### src/rtl/alu_req_arbiter.sv
// alu_req_arbiter: round-robin front end that shares one combinational
// ALU between two requesters, with registered operands and mul/div wait.
module alu_req_arbiter #(
  parameter int unsigned MULDIV_WAIT = 2
) (
  input  logic       clk,
  input  logic       rst_n,
  input  logic       req0_valid,
  output logic       req0_ready,
  input  logic [7:0] req0_a,
  input  logic [7:0] req0_b,
  input  logic [2:0] req0_op,
  input  logic       req1_valid,
  output logic       req1_ready,
  input  logic [7:0] req1_a,
  input  logic [7:0] req1_b,
  input  logic [2:0] req1_op,
  output logic       rsp0_valid,
  output logic       rsp1_valid,
  output logic [7:0] rsp_data,
  output logic [3:0] rsp_flags,
  output logic       rsp_err,
  output logic       busy,
  output logic [7:0] alu_a,
  output logic [7:0] alu_b,
  output logic [2:0] alu_op_select,
  output logic       alu_sub,
  input  logic [7:0] alu_result,
  input  logic       alu_cout,
  input  logic       alu_overflow,
  input  logic       alu_no,
  input  logic       alu_zo
);

  typedef enum logic [1:0] {
    IDLE,
    EXEC,
    WAIT,
    DONE
  } state_t;

  localparam logic [3:0] WAIT_LD =
    (MULDIV_WAIT > 0) ? 4'(MULDIV_WAIT - 1) : 4'd0;

  state_t     state;
  logic       ptr;
  logic       owner;
  logic [3:0] cnt;
  logic       idle;
  logic       gnt0;
  logic       gnt1;
  logic       is_muldiv;
  logic       is_ill;
  logic       wait_en;
  logic       do_cap;
  logic [7:0] cap_data;
  logic [3:0] cap_flags;
  logic       cap_err;

  // ready is gated by rst_n so it drops the instant reset asserts
  assign idle = rst_n && (state == IDLE);
  assign gnt0 = req0_valid && (!req1_valid || !ptr);
  assign gnt1 = req1_valid && (!req0_valid || ptr);
  assign req0_ready = idle && gnt0;
  assign req1_ready = idle && gnt1;

  assign busy = (state != IDLE);
  assign alu_sub = (alu_op_select == 3'd1);

  assign is_muldiv = (alu_op_select == 3'd4)
                  || (alu_op_select == 3'd5);
  assign is_ill = alu_op_select[2] && alu_op_select[1];
  assign wait_en = is_muldiv && (MULDIV_WAIT > 0);

  assign do_cap = ((state == EXEC) && !wait_en)
               || ((state == WAIT) && (cnt == 4'd0));

  always_comb begin
    cap_data  = alu_result;
    cap_flags = {3'b000, alu_result == 8'h00};
    cap_err   = 1'b0;
    unique case (1'b1)
      is_ill,
      (alu_op_select == 3'd5 && alu_b == 8'h00): begin
        cap_data  = 8'h00;
        cap_flags = 4'b0001;
        cap_err   = 1'b1;
      end
      (alu_op_select[2:1] == 2'b00): begin
        cap_flags = {alu_cout, alu_overflow, alu_no, alu_zo};
      end
      default: ;
    endcase
  end

  always_ff @(posedge clk or negedge rst_n) begin
    if (!rst_n) begin
      state         <= IDLE;
      ptr           <= 1'b0;
      owner         <= 1'b0;
      cnt           <= 4'd0;
      rsp0_valid    <= 1'b0;
      rsp1_valid    <= 1'b0;
      rsp_data      <= 8'h00;
      rsp_flags     <= 4'h0;
      rsp_err       <= 1'b0;
      alu_a         <= 8'h00;
      alu_b         <= 8'h00;
      alu_op_select <= 3'd0;
    end else begin
      rsp0_valid <= 1'b0;
      rsp1_valid <= 1'b0;
      if (do_cap) begin
        rsp_data   <= cap_data;
        rsp_flags  <= cap_flags;
        rsp_err    <= cap_err;
        rsp0_valid <= !owner;
        rsp1_valid <= owner;
      end
      unique case (state)
        IDLE: begin
          if (req0_ready || req1_ready) begin
            owner         <= req1_ready;
            alu_a         <= req1_ready ? req1_a : req0_a;
            alu_b         <= req1_ready ? req1_b : req0_b;
            alu_op_select <= req1_ready ? req1_op : req0_op;
            state         <= EXEC;
          end
        end
        EXEC: begin
          if (wait_en) begin
            cnt   <= WAIT_LD;
            state <= WAIT;
          end else begin
            state <= DONE;
          end
        end
        WAIT: begin
          if (cnt == 4'd0) begin
            state <= DONE;
          end else begin
            cnt <= cnt - 4'd1;
          end
        end
        DONE: begin
          ptr   <= !owner;
          state <= IDLE;
        end
      endcase
    end
  end

endmodule
### config.mk
export PLATFORM = sky130hd
export DESIGN_NAME = alu_req_arbiter
export DESIGN_NICKNAME = d
export VERILOG_FILES = /design/src/rtl/alu_req_arbiter.sv
export SDC_FILE = /design/constraint.sdc
export NUM_CORES = 1
export LEC_CHECK = 0
export CAP_MARGIN = 30
export CORE_ASPECT_RATIO = 2
export CORE_MARGIN = 8
export CORE_UTILIZATION = 30
export CTS_CLUSTER_DIAMETER = 30
export CTS_CLUSTER_SIZE = 16
export DETAILED_ROUTE_END_ITERATION = 10
export GPL_ROUTABILITY_DRIVEN = 0
export GPL_TIMING_DRIVEN = 0
export PLACE_DENSITY_LB_ADDON = 0.12
export REMOVE_ABC_BUFFERS = 1
export SETUP_SLACK_MARGIN = 0.4
export SYNTH_ARGS = -nofsm -noshare
export SYNTH_HDL_FRONTEND = slang
export SYNTH_SLANG_ARGS = --single-unit
### constraint.sdc
create_clock -name clk -period 4.25 [get_ports clk]
set_input_delay 1.275 -clock clk [delete_from_list [all_inputs] [get_ports clk]]
set_output_delay 1.275 -clock clk [all_outputs]
set_load 0.03 [all_outputs]
* Word level (Yosys, flattened, before mapping)
Index checks and enable logic that the tools add are counted.
Word-level totals: bits of input ports 54, word-level logic and storage cells 68, register bits after elaboration 42, output and inout port bits 38
Operators by class: add/subtract/negate cells 1, muxes and demuxes 15, equal/unequal tests 10, reduce and logical (&&, ||, !) cells 30
Operators with widths (count):
- $mux W8 | 3
- $logic_not A8 Y1 | 2
- $pmux W4 S2 | 2
- $logic_and A1 B1 Y1 | 9
- $mux W4 | 2
- $pmux W2 S4 | 1
- $eq A3 B3 Y1 const B | 2
- $logic_not A1 Y1 | 5
- $logic_or A1 B1 Y1 | 5
- $eq A2 B2 Y1 const B | 2
- $logic_not A2 Y1 | 2
- $logic_not A4 Y1 | 1
- $mux W1 | 4
- $mux W2 | 2
- $ne A2 B1 Y1 const B | 2
- $ne A2 B2 Y1 const B | 2
- $reduce_and A2 Y1 | 2
- $reduce_bool A2 Y1 | 2
- $sub A4 B1 Y4 const B | 1
- $eq A3 B1 Y1 const B | 1
- $mux W3 | 1
- $reduce_and A3 Y1 | 1
- $eq A2 B1 Y1 const B | 1
- $reduce_or A2 Y1 | 1

* Longest topological paths before layout
word-level depth 7, depth in mapped cells 7, depth with buffers taken out 6

* Least setup slack after synthesis
Ideal clock, no wire load.
kind input to output, from input port req1_valid, to output port req1_ready, data arrival time 1894 ps, required time 2975 ps, slack 1081 ps, buffers on the path 1, stages 3, path through nand3_1 a21oi_1 buf_2
Between the ends: cells in the longest elaborated chain, start to end 2
RTL lines:
- from (decl) | line 13 | input logic req1_valid,
- $logic_and A1 B1 Y1 | line 63 | assign gnt1 = req1_valid && (!req0_valid || ptr);
- $logic_and A1 B1 Y1 | line 65 | assign req1_ready = idle && gnt1;
- to (decl) | line 14 | output logic req1_ready,
No other way between the ends.

* Final worst setup path
Same ends and word-level chain as after synthesis.

==> results.txt <==
- Run status: finished, final reports clean
- Largest stage delay, worst path: 0.49 ns
- The library cells used most frequently in the layout, excluding fill and tap cells, are 88 x sky130_fd_sc_hd__clkdlybuf4s50_1, 42 x sky130_fd_sc_hd__dfrtp_1, 29 x sky130_fd_sc_hd__nand2_1, 24 x sky130_fd_sc_hd__o21ai_0, 19 x sky130_fd_sc_hd__mux2i_1.
- At the pin with the least slew margin, the transition time is 0.516 ns.
* Root Driver: sky130_fd_sc_hd__clkbuf_16
- Vias: 1,756
* Gr ovfl total: 0
- Max Fanout on Critical Path: 14
- Largest area contributor in the synthesized netlist: sky130_fd_sc_hd__dfrtp_1
- The clock arrives with 0.00247 ns of skew.
- TritonRoute pass-1 iters: 3
- Post-synthesis simple-gate area fraction: 14.2%
- Global routing used 12.6% of the available tracks across all layers.
- STA classifies the critical path startpoint as an input pin.
- Counting flops with an async set or reset pin after synthesis yields a share of 100%.
- Count of different cell masters after synthesis: 33
- Final hold vios: 0
- The synthesized netlist devotes 17.7% of its cell area to compound gates.
- Post-synth top area share: 51.4%
- Initial antenna violation count: 0
- Of the cells placed in the final design, the portion with a size suffix greater than 1 is 7.32%.
- Setup repair after global routing left no endpoint under its margin.
- Counting cells, the worst reg-to-reg path comes to 8.
- Setup slack on the critical path of the routed design comes to 0.479 ns.
- The number of global-route vias before repair is 1,984.
* Effective utilization at floorplan: 30.9%
* Max cap viols: 0
* Clock Latency Late Sink: 0.28 ns
- The longest clock path from root to sink contains 2 buffers.
- Summed over all nets, the half-perimeter wirelength after detailed placement is 4.70 mm.
- The first routing iteration left 38 violations.
- Area growth syn-to-layout: 58.9%
* Required time of the critical path: 2.97 ns
- For this block, the routed nets add up to 5.79 mm of wire.
- Critical Path AT: 2.50 ns
- Together, buffers and inverters on the worst path number 3.
- After clock tree synthesis, the clock-pin slew on the worst setup and hold paths is 0.06 ns.
- Static power due to leakage: 1.39 nW
- Post-Syn Area: 2050 sq um
* Share of synthesized area spent on multiplexers: 9.30%
- In this run the power density over the cells is 733 nW/um^2.
- WL per Instance: 15.4 um
* CTS tree: done
- Total of endpoints with negative setup slack in the final report: 0
* Synth Area in XOR/XNOR: 0%
- Synthesized area divided by synthesized cell count: 10.8 sq um
* Sequential area share after synthesis: 51.4%
- For this run, the leading register cell type out of synthesis is sky130_fd_sc_hd__dfrtp_1.
* Clk sinks: 42
- NumNets Final: 347
- Fraction of the mapped netlist area in adder cells: 4.28%
* Die width: 74.4 um
- The critical path goes through clkdlybuf4s50_1, nand3_1, a21oi_4, buf_8, clkbuf_4.
- The final critical path takes up 88.7% of the cycle.
- TritonCTS created 5 clock buffers.
- Most frequent standard cell in the layout excluding fill and tap cells: sky130_fd_sc_hd__clkdlybuf4s50_1
* Share of the core filled with cells: 49.1%
- By area the synthesized netlist is led by sky130_fd_sc_hd__dfrtp_1 51%, sky130_fd_sc_hd__mux2i_1 9.3%, sky130_fd_sc_hd__o21ai_0 5.9%, sky130_fd_sc_hd__nand2_1 5.3%, sky130_fd_sc_hd__a22o_1 5.1%.
- Die Y-Extent: 133 um
* Cell depth of the worst min-delay path: 1
- Critical path capture point type: output pin
* Category of the critical setup timing path: input pin to output pin
- The Yosys step of the flow raised 0 warnings.
- Final max-slew violation count: 0
- Headroom to the max-slew limit came out at 65.6%.
* Number of cells on the critical path: 5
* Max Clock Freq: 265 MHz
- The synthesized design contains 0 enable-type register cells.
- Full die area: 9880 sq um
* Number of remaining DRC errors: 0
- The number of hold buffers added after CTS was 0.
- Grouping stages by cell kind, the critical path spends the most delay in buffers and inverters.
- Maximum number of pins on one net before global-route repair: 25
- The first global-routing pass estimated 9.85 mm of wire.
- Synthesis inferred 42 register bits.
- For the finished layout, the period the worst path requires is 3.77 ns.
- Routed Antenna Nets: 0
* Worst-case vdd ir drop: 0.000297 V
- Row count: 42
- Cell type of the slowest stage on the worst timing path: sky130_fd_sc_hd__clkdlybuf4s50_1
- Number of H-tree levels: 2
* Count of port buffers added during placement: 91
* Flop-to-flop setup slack: 2.16 ns
* Largest family of logic cells by synthesized area: compound AO/OA/AOI/OAI gates
- At the placement stage, the worst setup path has a slack of -0.371 ns.
- The number of antenna diodes in the final layout is 0.
* Number of I/O pins: 92
- Core Region: 6620 sq um
- Synthesized instance count: 190
- The worst hold path belongs to the class register to register.
- Using the TritonRoute via totals, the vias-per-cell ratio works out to 4.68.
==> synthesized netlist by cell type, types with 2 or more instances <==
cell type	n
sky130_fd_sc_hd__a21oi_1	3
sky130_fd_sc_hd__a22o_1	12
sky130_fd_sc_hd__and2_1	2
sky130_fd_sc_hd__buf_2	3
sky130_fd_sc_hd__clkbuf_1	5
sky130_fd_sc_hd__dfrtp_1	42
sky130_fd_sc_hd__ha_1	7
sky130_fd_sc_hd__inv_1	8
sky130_fd_sc_hd__mux2i_1	19
sky130_fd_sc_hd__nand2_1	29
sky130_fd_sc_hd__nand2b_1	3
sky130_fd_sc_hd__nand3_1	4
sky130_fd_sc_hd__nor2_1	7
sky130_fd_sc_hd__nor4_1	2
sky130_fd_sc_hd__o21ai_0	24
sky130_fd_sc_hd__o21bai_1	2
sky130_fd_sc_hd__o31ai_1	2
==> state kept, by name, summed over array words and instances, names as in the netlist <==
register,count
alu_b,8
rsp0_valid,1
rsp_err,1
rsp1_valid,1
owner,1
cnt,4
alu_op_select,3
state,2
rsp_flags,4
rsp_data,8
alu_a,8
ptr,1
==> report_power, final <==
group / total (mW) / internal (mW) / switching [mW] / leakage, nW
clock: 0.378 / 0.233 / 0.145 / 0.0739
sequential: 0.711 / 0.581 / 0.130 / 0.525
combinational: 1.29 / 0.558 / 0.737 / 0.792
==> area by class of cell <==
class | count | area [sq um]
Fill cell | 672 | 3370
Sequential cell | 42 | 1050
Clock buffer | 7 | 143
Clock inverter | 1 | 5.00
Tap cell | 88 | 110
Inverter | 8 | 30.0
Multi-Input combinational cell | 132 | 942
Timing Repair Buffer | 97 | 970
==> kinds of logic (layout without fill, tap and decap cells) <==
logic type,Yosys count,after routing
buffers and inverters,16,113
AO/OA/AOI/OAI,51,51
flip-flops,42,42
multiplexers,19,19
AND/OR/NAND/NOR,55,55
adder cells (fa/ha/maj),7,7
==> final timing paths <==
check | end | startpoint
max in group asynchronous | alu_a[0] | rst_n
worst min-delay path | rsp0_valid | owner
worst max register to register | state[0] | state[0]
min in group asynchronous | ptr | rst_n
worst max-delay path | req1_ready | req1_valid
worst min register to register | rsp0_valid | owner
==> per-layer routing <==
| layer | global-route usage (%) | share of wire [%] |
|---|---|---|
| met5 | 0 | 0 |
| met3 | 4.16 | 7.6 |
| met1 | 12.7 | 36 |
| met2 | 22.7 | 55 |
| met4 | 3.96 | 1.3 |
==> what timing repair did <==
action,CTS,global route
buffers inserted,1,0
resized for setup,4,4
setup endpoints to repair,2,1
==> through the flow <==
step	setup TNS, ns	cell area (sq um)	std cells	total power [mW]	hold WS [ns]
after floorplan	-0.167	2010	182	1.49	0.426
after global placement	-42.57	3030	361	2.01	0.449
after detailed placement	-0.371	3090	366	2.03	0.463
after CTS	0	3250	375	2.42	0.471
after global routing	0	3250	375	2.56	0.481
final	0	3250	375	2.38	0.462
(Power assumes the default switching activity.)
